===== src/rtl/addsub_pipe.sv =====
// rtl/addsub_pipe.sv - two-stage pipelined add/sub/compare unit with valid/ready on both sides
// Stage 1 holds the operands feeding the CLA; stage 2 holds the result and flags of the raw sum.
module addsub_pipe #(
  parameter int TAG_W = 4
) (
  input  logic             clk,
  input  logic             rst_n,
  input  logic             flush,
  input  logic             in_valid,
  output logic             in_ready,
  input  logic [1:0]       in_op,
  input  logic [31:0]      in_a,
  input  logic [31:0]      in_b,
  input  logic [TAG_W-1:0] in_tag,
  output logic             out_valid,
  input  logic             out_ready,
  output logic [31:0]      out_result,
  output logic [TAG_W-1:0] out_tag,
  output logic             out_zero,
  output logic             out_neg,
  output logic             out_carry,
  output logic             out_ovf
);
  localparam logic [1:0] OP_ADD = 2'b00;
  localparam logic [1:0] OP_SLT = 2'b10;

  logic             s1_valid;
  logic [1:0]       s1_op;
  logic [31:0]      s1_a;
  logic [31:0]      s1_b;
  logic [TAG_W-1:0] s1_tag;
  logic             s2_valid;

  logic        adv1, adv2, in_fire, s2_load;
  logic        is_sub;
  logic [31:0] b_eff, sum;
  logic        c_out, ovf, neg, cmp;

  assign adv2     = !s2_valid || out_ready;
  assign adv1     = !s1_valid || adv2;
  assign in_ready = rst_n && adv1 && !flush;
  assign in_fire  = in_valid && in_ready;
  assign s2_load  = s1_valid && adv2 && !flush;
  assign out_valid = s2_valid;

  // SUB, SLT and SLTU all compute a + ~b + 1
  assign is_sub = (s1_op != OP_ADD);
  assign b_eff  = is_sub ? ~s1_b : s1_b;

  cla_32bit u_cla (
    .a     (s1_a),
    .b     (b_eff),
    .c_in  (is_sub),
    .sum   (sum),
    .c_out (c_out)
  );

  assign neg = sum[31];
  assign ovf = (s1_a[31] == b_eff[31]) && (sum[31] != s1_a[31]);
  assign cmp = (s1_op == OP_SLT) ? (neg ^ ovf) : !c_out;

  always_ff @(posedge clk or negedge rst_n) begin
    if (!rst_n) begin
      s1_valid <= 1'b0;
      s1_op    <= '0;
      s1_a     <= '0;
      s1_b     <= '0;
      s1_tag   <= '0;
    end else if (flush) begin
      s1_valid <= 1'b0;
    end else if (in_fire) begin
      s1_valid <= 1'b1;
      s1_op    <= in_op;
      s1_a     <= in_a;
      s1_b     <= in_b;
      s1_tag   <= in_tag;
    end else if (adv1) begin
      s1_valid <= 1'b0;
    end
  end

  always_ff @(posedge clk or negedge rst_n) begin
    if (!rst_n) begin
      s2_valid   <= 1'b0;
      out_result <= '0;
      out_tag    <= '0;
      out_zero   <= 1'b0;
      out_neg    <= 1'b0;
      out_carry  <= 1'b0;
      out_ovf    <= 1'b0;
    end else if (flush) begin
      s2_valid <= 1'b0;
    end else if (adv2) begin
      s2_valid <= s1_valid;
      if (s2_load) begin
        out_result <= s1_op[1] ? {31'b0, cmp} : sum;
        out_tag    <= s1_tag;
        out_zero   <= (sum == 32'd0);
        out_neg    <= neg;
        out_carry  <= c_out;
        out_ovf    <= ovf;
      end
    end
  end
endmodule

// 32-bit carry-lookahead adder built from eight 4-bit lookahead groups
module cla_32bit (
  input  logic [31:0] a,
  input  logic [31:0] b,
  input  logic        c_in,
  output logic [31:0] sum,
  output logic        c_out
);
  logic [31:0] g, p;

  assign g = a & b;
  assign p = a ^ b;

  always_comb begin
    logic [32:0] c;
    c    = '0;
    c[0] = c_in;
    for (int k = 0; k < 8; k++) begin
      c[4*k+1] = g[4*k] | (p[4*k] & c[4*k]);
      c[4*k+2] = g[4*k+1] | (p[4*k+1] & g[4*k]) | ((&p[4*k +: 2]) & c[4*k]);
      c[4*k+3] = g[4*k+2] | (p[4*k+2] & g[4*k+1]) | ((&p[4*k+1 +: 2]) & g[4*k])
               | ((&p[4*k +: 3]) & c[4*k]);
      c[4*k+4] = g[4*k+3] | (p[4*k+3] & g[4*k+2]) | ((&p[4*k+2 +: 2]) & g[4*k+1])
               | ((&p[4*k+1 +: 3]) & g[4*k]) | ((&p[4*k +: 4]) & c[4*k]);
    end
    sum   = p ^ c[31:0];
    c_out = c[32];
  end
endmodule

===== config.mk =====
export PLATFORM = sky130hd
export DESIGN_NAME = addsub_pipe
export DESIGN_NICKNAME = d
export VERILOG_FILES = /design/src/rtl/addsub_pipe.sv
export SDC_FILE = /design/constraint.sdc
export NUM_CORES = 1
export LEC_CHECK = 0
export CORE_ASPECT_RATIO = 0.9
export CORE_MARGIN = 2
export CORE_UTILIZATION = 55
export DETAILED_ROUTE_END_ITERATION = 7
export PLACE_DENSITY = 0.84
export SYNTH_ARGS = -nofsm -noshare
export SYNTH_HDL_FRONTEND = slang
export SYNTH_SLANG_ARGS = --single-unit
export TNS_END_PERCENT = 1

===== constraint.sdc =====
create_clock -name clk -period 11.4 [get_ports clk]
set_input_delay 2.28 -clock clk [delete_from_list [all_inputs] [get_ports clk]]
set_output_delay 2.28 -clock clk [all_outputs]
set_load 0.02 [all_outputs]

# [Yosys cells after proc, flatten, opt, wreduce, memory -nomap -nowiden]
# Index checks and enable logic that the tools add are counted.
[word_totals] register_bits=112 in_bits=75 elab_cells=255
[op_classes] n_eq_ne=3 n_mux=8 bitwise_logic=166 n_reduce_logical=66
[op_table] op="AND 1 bit" count=80
[op_table] op="bitwise OR 1 bit" count=80
[op_table] op="two-way mux 32 bit" count=2
[op_table] op="XOR 32 bit" count=2
[op_table] op="AND reduction 3 bit" count=17
[op_table] op="AND reduction 2 bit" count=25
[op_table] op="AND 32 bit" count=1
[op_table] op="zero test 32 bit" count=1
[op_table] op="inverter 32 bit" count=1
[op_table] op="AND reduction 4 bit" count=8
[op_table] op="logical AND 1 bit" count=6
[op_table] op="two-way mux 1 bit" count=6
[op_table] op="zero test 1 bit" count=4
[op_table] op="nonzero test 2 bit" count=2
[op_table] op="nonzero test 3 bit" count=1
[op_table] op="equality test 2 bit, second input constant" count=1
[op_table] op="logical OR 1 bit" count=2
[op_table] op="equality test 1 bit" count=1
[op_table] op="inequality test 1 bit" count=1
[op_table] op="inverter 1 bit" count=1
[op_table] op="XOR 1 bit" count=1

# [Logic depth before layout (Yosys ltp)]
[depth] depth_word=28 ltp_mapped=21

# [Modules after synthesis]
# From an unflattened synthesis, not the netlist that was laid out.
[hier_totals] hier_cells=545 area_unflattened_um2=6314.8
[by_module_without_submodules] mod="addsub_pipe" n_inst=1 cells_each=383 area_each_um2=4971.0 seq_area_each_um2=2802.7
[by_module_without_submodules] mod="cla_32bit" n_inst=1 cells_each=162 area_each_um2=1343.8 seq_area_each_um2=0.0

# [Worst setup path before layout]
# OpenSTA, ideal clock, no wires.
[synth_timing] path_type="reg-to-reg" start="register s1_op[1]" end="register out_zero" arrival_time_ns=6.132 required_time_ns=11.308 setup_slack_ns=5.176 path_stages_with_launch=20 path_buffers=3 cell_sequence="dfrtp_1 -> clkbuf_1 -> nor2_1 -> clkbuf_1 -> xnor2_1 -> ha_1 -> clkbuf_1 -> nand2_1 -> a211oi_1 -> o2111ai_1 -> a21oi_1 -> o31ai_1 -> fa_1 -> or4b_1 -> or4_1 -> or4_1 -> or3_1 -> or4_1 -> or4b_1 -> o31ai_2"
[synth_via] elab_chain_cells=24 elab_cells_between_ends=203
[synth_lines] element="start: declaration" line_no="28" rtl="logic [1:0] s1_op;"
[synth_lines] element="start signal: assignment" line_no="73" rtl="s1_op <= in_op;"
[synth_lines] element="nonzero test 2 bit (*)" line_no="47" rtl="assign is_sub = (s1_op != OP_ADD);"
[synth_lines] element="two-way mux 32 bit" line_no="48" rtl="assign b_eff = is_sub ? ~s1_b : s1_b;"
[synth_lines] element="XOR 32 bit or AND 32 bit (tied branches)" line_no="118, 117"
[synth_lines] element="AND 1 bit or AND reduction 2 bit (tied branches)" line_no="129" rtl="c[4*k+4] = g[4*k+3] | (p[4*k+3] & g[4*k+2]) | ((&p[4*k+2 +: 2]) & g[4*k+1])"
[synth_lines] element="bitwise OR 1 bit or AND 1 bit (tied branches)" line_no="129"
[synth_lines] element="bitwise OR 1 bit" line_no="129"
[synth_lines] element="bitwise OR 1 bit (2 in a row)" line_no="130" rtl="| ((&p[4*k+1 +: 3]) & g[4*k]) | ((&p[4*k +: 4]) & c[4*k]);"
[synth_lines] element="AND 1 bit" line_no="130"
[synth_lines] element="(+7 left out)"
[synth_lines] element="AND 1 bit" line_no="130"
[synth_lines] element="bitwise OR 1 bit" line_no="130"
[synth_lines] element="AND 1 bit" line_no="130"
[synth_lines] element="bitwise OR 1 bit" line_no="130"
[synth_lines] element="AND 1 bit (on tied branches)" line_no="125, 126, 128"
[synth_lines] element="bitwise OR 1 bit (on tied branches)" line_no="125, 126, 128"
[synth_lines] element="XOR 32 bit (*)" line_no="132" rtl="sum = p ^ c[31:0];"
[synth_lines] element="zero test 32 bit (*)" line_no="98" rtl="out_zero <= (sum == 32'd0);"
[synth_lines] element="end signal: assignment" line_no="98"
[synth_lines] element="end: declaration" line_no="19" rtl="output logic out_zero,"
# Mark *: on every way between the ends. The rest lies on a longest branch, timed or not.
# A chain may end at the register's enable or synchronous reset.

# [Worst setup path after layout]
# Same ends and word-level chain as after synthesis.

==> metrics.cfg <==
[pwr]
p_total_w = 0.00182
powerDensity_nw_per_um2 = 245
irDropWorstVdd_mv = 0.134
power_leakage_nw = 3.14

[routing]
wl_met2_um = 6430
drtIter0Drc = 280
drc = 10
top_layer = met4
via_count = 4266
wl_met3_um = 878
avgRoutedWirePerCell_um = 18.4
wl_met1_um = 6020
dr.pass1.iters = 7
antenna_left = 0
drt_wl_total_um = 13600
via_per_inst = 5.76

[setup_path]
path_class = register to register
ff2ff_path_depth = 16
crit_path_frequent_cell = or4_1
endpoint_kind = register
cp_slowest_stage_delay_ns = 1.01
cp-start-kind = register
slowest_stage = nor2_4
crit_required_ns = 11.67
cp_data_arrival_time_ns = 7.50
cp_max_fo = 32
crit_chain = nor2_4 > xnor2_1 > ha_1 > nand2_1 > a211oi_1 > o2111ai_1 > a21oi_1 > o31ai_1 > fa_1 > or4b_1 > or4_1 > or4_1 > or3_1 > or4_1 > or4b_1 > o31ai_2
rrSetupSlack_ns = 4.16

[yosys]
synth_area_leaders = dfrtp_1 (48%), mux2_2 (14%), xnor2_1 (7.2%)
synth_seq_cells = 112
yosys.area.top_type = dfrtp_1
syn_inst = 500
synth_top_area_share_pct = 47.7
ys_seq_area_share_pct = 47.7
synth_area_per_cell_sq_um = 11.8
netlist_area_sq_um = 5880
ys.flop_type = dfrtp_1
async_flop_share_pct = 100
yosysWarnings = 0
synth_edf_count = 0
syn_nets = 614
yosysUniqueCellTypes = 42

[global_routing]
antenna_found_initial = 0
grt_pass1_wl_um = 22400
grt_use_total_pct = 24.9
grt_max_degree = 75
overflow = 0
grt_pass1_vias = 4534

[clocking]
cts_setup_buffers = 0
root_buffer = clkbuf_16
clockBufferDepth = 2
clock_sinks = 112
cts_max_level = 3
post_cts_resize_count = 0
cts.clk_slew.worst_paths_ns = 0.07
hold_buffers = 0
clock_latency_ns = 0.35
cts_buffers = 9
tritoncts = done

[floorplanning]
io_pins = 117
start_util_pct = 56.9
die_x_um = 113
rows = 35
core-area_sq_um = 10300
design.die.area_sq_um = 11500
dieHeight_um = 102

[worst_hold_path]
hold_path.class = register to register
worstHoldPathCells = 2

[sta]
fmax_mhz = 138
final.setup.tns_ns = 0
grt_setup_unrepaired = no
finalSetupViolCount = 0
slew_headroom_pct = 13.1
worst_slew_pin_slew_ns = 1.30
fin_worst_skew_ns = 0.00670
period_needed_ns = 7.24
final_hold_viol_count = 0
period_share_pct = 63.5
slew_violations = 0

[flow_run]
maxCapViolations = 0

[placement]
gp_congestion = 0.912
portBuffers = 116
post-dp-hpwl_um = 10000
numPlacedInstances = 726

[finish]
fin_nets = 722
diodes = 0
drive_gt1_share_pct = 16.5
area_growth_pct = 26.6
fillers = 750
finalNonFillerCells = 740

[run_status]
status = complete, but fails checks
violations = design-rule violations

## layout by cell type (no fill, tap or decap), types with 10 or more instances in the layout
| cell type | netlist | layout |
|---|---|---|
| a21oi_1 | 23 | 23 |
| a22o_1 | 16 | 16 |
| clkdlybuf4s50_1 | 0 | 115 |
| dfrtp_1 | 112 | 112 |
| ha_1 | 32 | 32 |
| mux2_2 | 72 | 72 |
| nand2_1 | 40 | 40 |
| nor2_1 | 16 | 15 |
| o21ai_0 | 16 | 16 |
| o31ai_1 | 13 | 13 |
| xnor2_1 | 48 | 48 |
| xor2_1 | 10 | 10 |
## per-layer routing
| metal | vias up | global-route usage (%) |
|---|---|---|
| li1 | 1997 | - |
| met1 | 2093 | 32.7 |
| met2 | 148 | 41.8 |
| met3 | 28 | 5.52 |
| met4 | 0 | 8.54 |
| met5 | - | 0 |
## cell families (layout without fill, tap and decap cells)
| group | Yosys count | count (layout) | synth area share (%) |
|---|---|---|---|
| AOI/OAI and AO/OA | 94 | 94 | 10.7 |
| xor gates and xnor gates | 58 | 58 | 8.64 |
| adders and majority gates | 39 | 39 | 9.20 |
| buffers and inverters | 31 | 142 | 1.98 |
| DFF | 112 | 112 | 47.7 |
| muxes | 72 | 72 | 13.8 |
| and+or+nand+nor | 94 | 94 | 7.98 |
## Yosys cell counts, types with 6 or more instances
| library cell | n |
|---|---|
| dfrtp_1 | 112 |
| mux2_2 | 72 |
| xnor2_1 | 48 |
| nand2_1 | 40 |
| ha_1 | 32 |
| a21oi_1 | 23 |
| clkbuf_1 | 22 |
| a22o_1 | 16 |
| nor2_1 | 16 |
| o21ai_0 | 16 |
| o31ai_1 | 13 |
| xor2_1 | 10 |
| inv_1 | 9 |
| a21o_1 | 7 |
| fa_1 | 7 |
| nand2b_1 | 6 |
## flip-flops by register name, indices dropped and copies added, names as in the netlist
register and flops:
out_result 32, s1_a 32, s1_b 32, out_tag 4, s1_tag 4, s1_op 2
out_carry 1, out_neg 1, out_ovf 1, out_valid 1, out_zero 1, s1_valid 1
## path summary, 6_finish.rpt
| check | startpoint | endpoint |
|---|---|---|
| max | s1_op[1] | out_zero |
| min | out_result[8] | out_result[8] |
| max reg2reg | s1_op[1] | out_zero |
| min reg2reg | out_result[8] | out_result[8] |
| max in group asynchronous | rst_n | s1_b[18] |
| min in group asynchronous | rst_n | out_tag[2] |
## critical path: cells and delay by family (launching register included)
family / cells / cell delay [ns]
flip-flops: 1 / 0.64
adder cells (fa/ha/maj): 2 / 1.00
AO/OA/AOI/OAI: 5 / 1.46
XOR/XNOR: 1 / 0.24
AND/OR/NAND/NOR: 8 / 3.78
## stage by stage
step	setup WS, ns	util, %	area, sq um	hold WS (ns)
6_report	4.16	72.0	7440	0.483
5_1_grt	3.75	72.0	7440	0.517
4_1_cts	4.20	72.0	7440	0.485
3_5_place_dp	4.31	69.2	7150	0.470
3_3_place_gp	4.62	69.2	7150	0.462
2_1_floorplan	5.18	-	5880	0.477
## cell type report
type / count / area, sq um / area share, %
well taps: 129 / 161 / 2.17
flip-flops and latches: 112 / 2800 / 37.7
multi-input cells: 357 / 2970 / 39.9
clock inverters: 3 / 42.5 / 0.572
repair buffers: 119 / 1180 / 15.9
inverters: 9 / 33.8 / 0.454
clock buffers: 11 / 253 / 3.40
## report_power, final
| part | leakage (nW) | switching (W) | internal [W] | total (W) |
|---|---|---|---|---|
| Combinational | 1.62 | 0.000489 | 0.000427 | 0.000915 |
| Sequential | 1.37 | 0.0000858 | 0.000503 | 0.000589 |
| Clock | 0.143 | 0.000138 | 0.000180 | 0.000317 |
No activity file was read; power rests on OpenSTA's default activity.
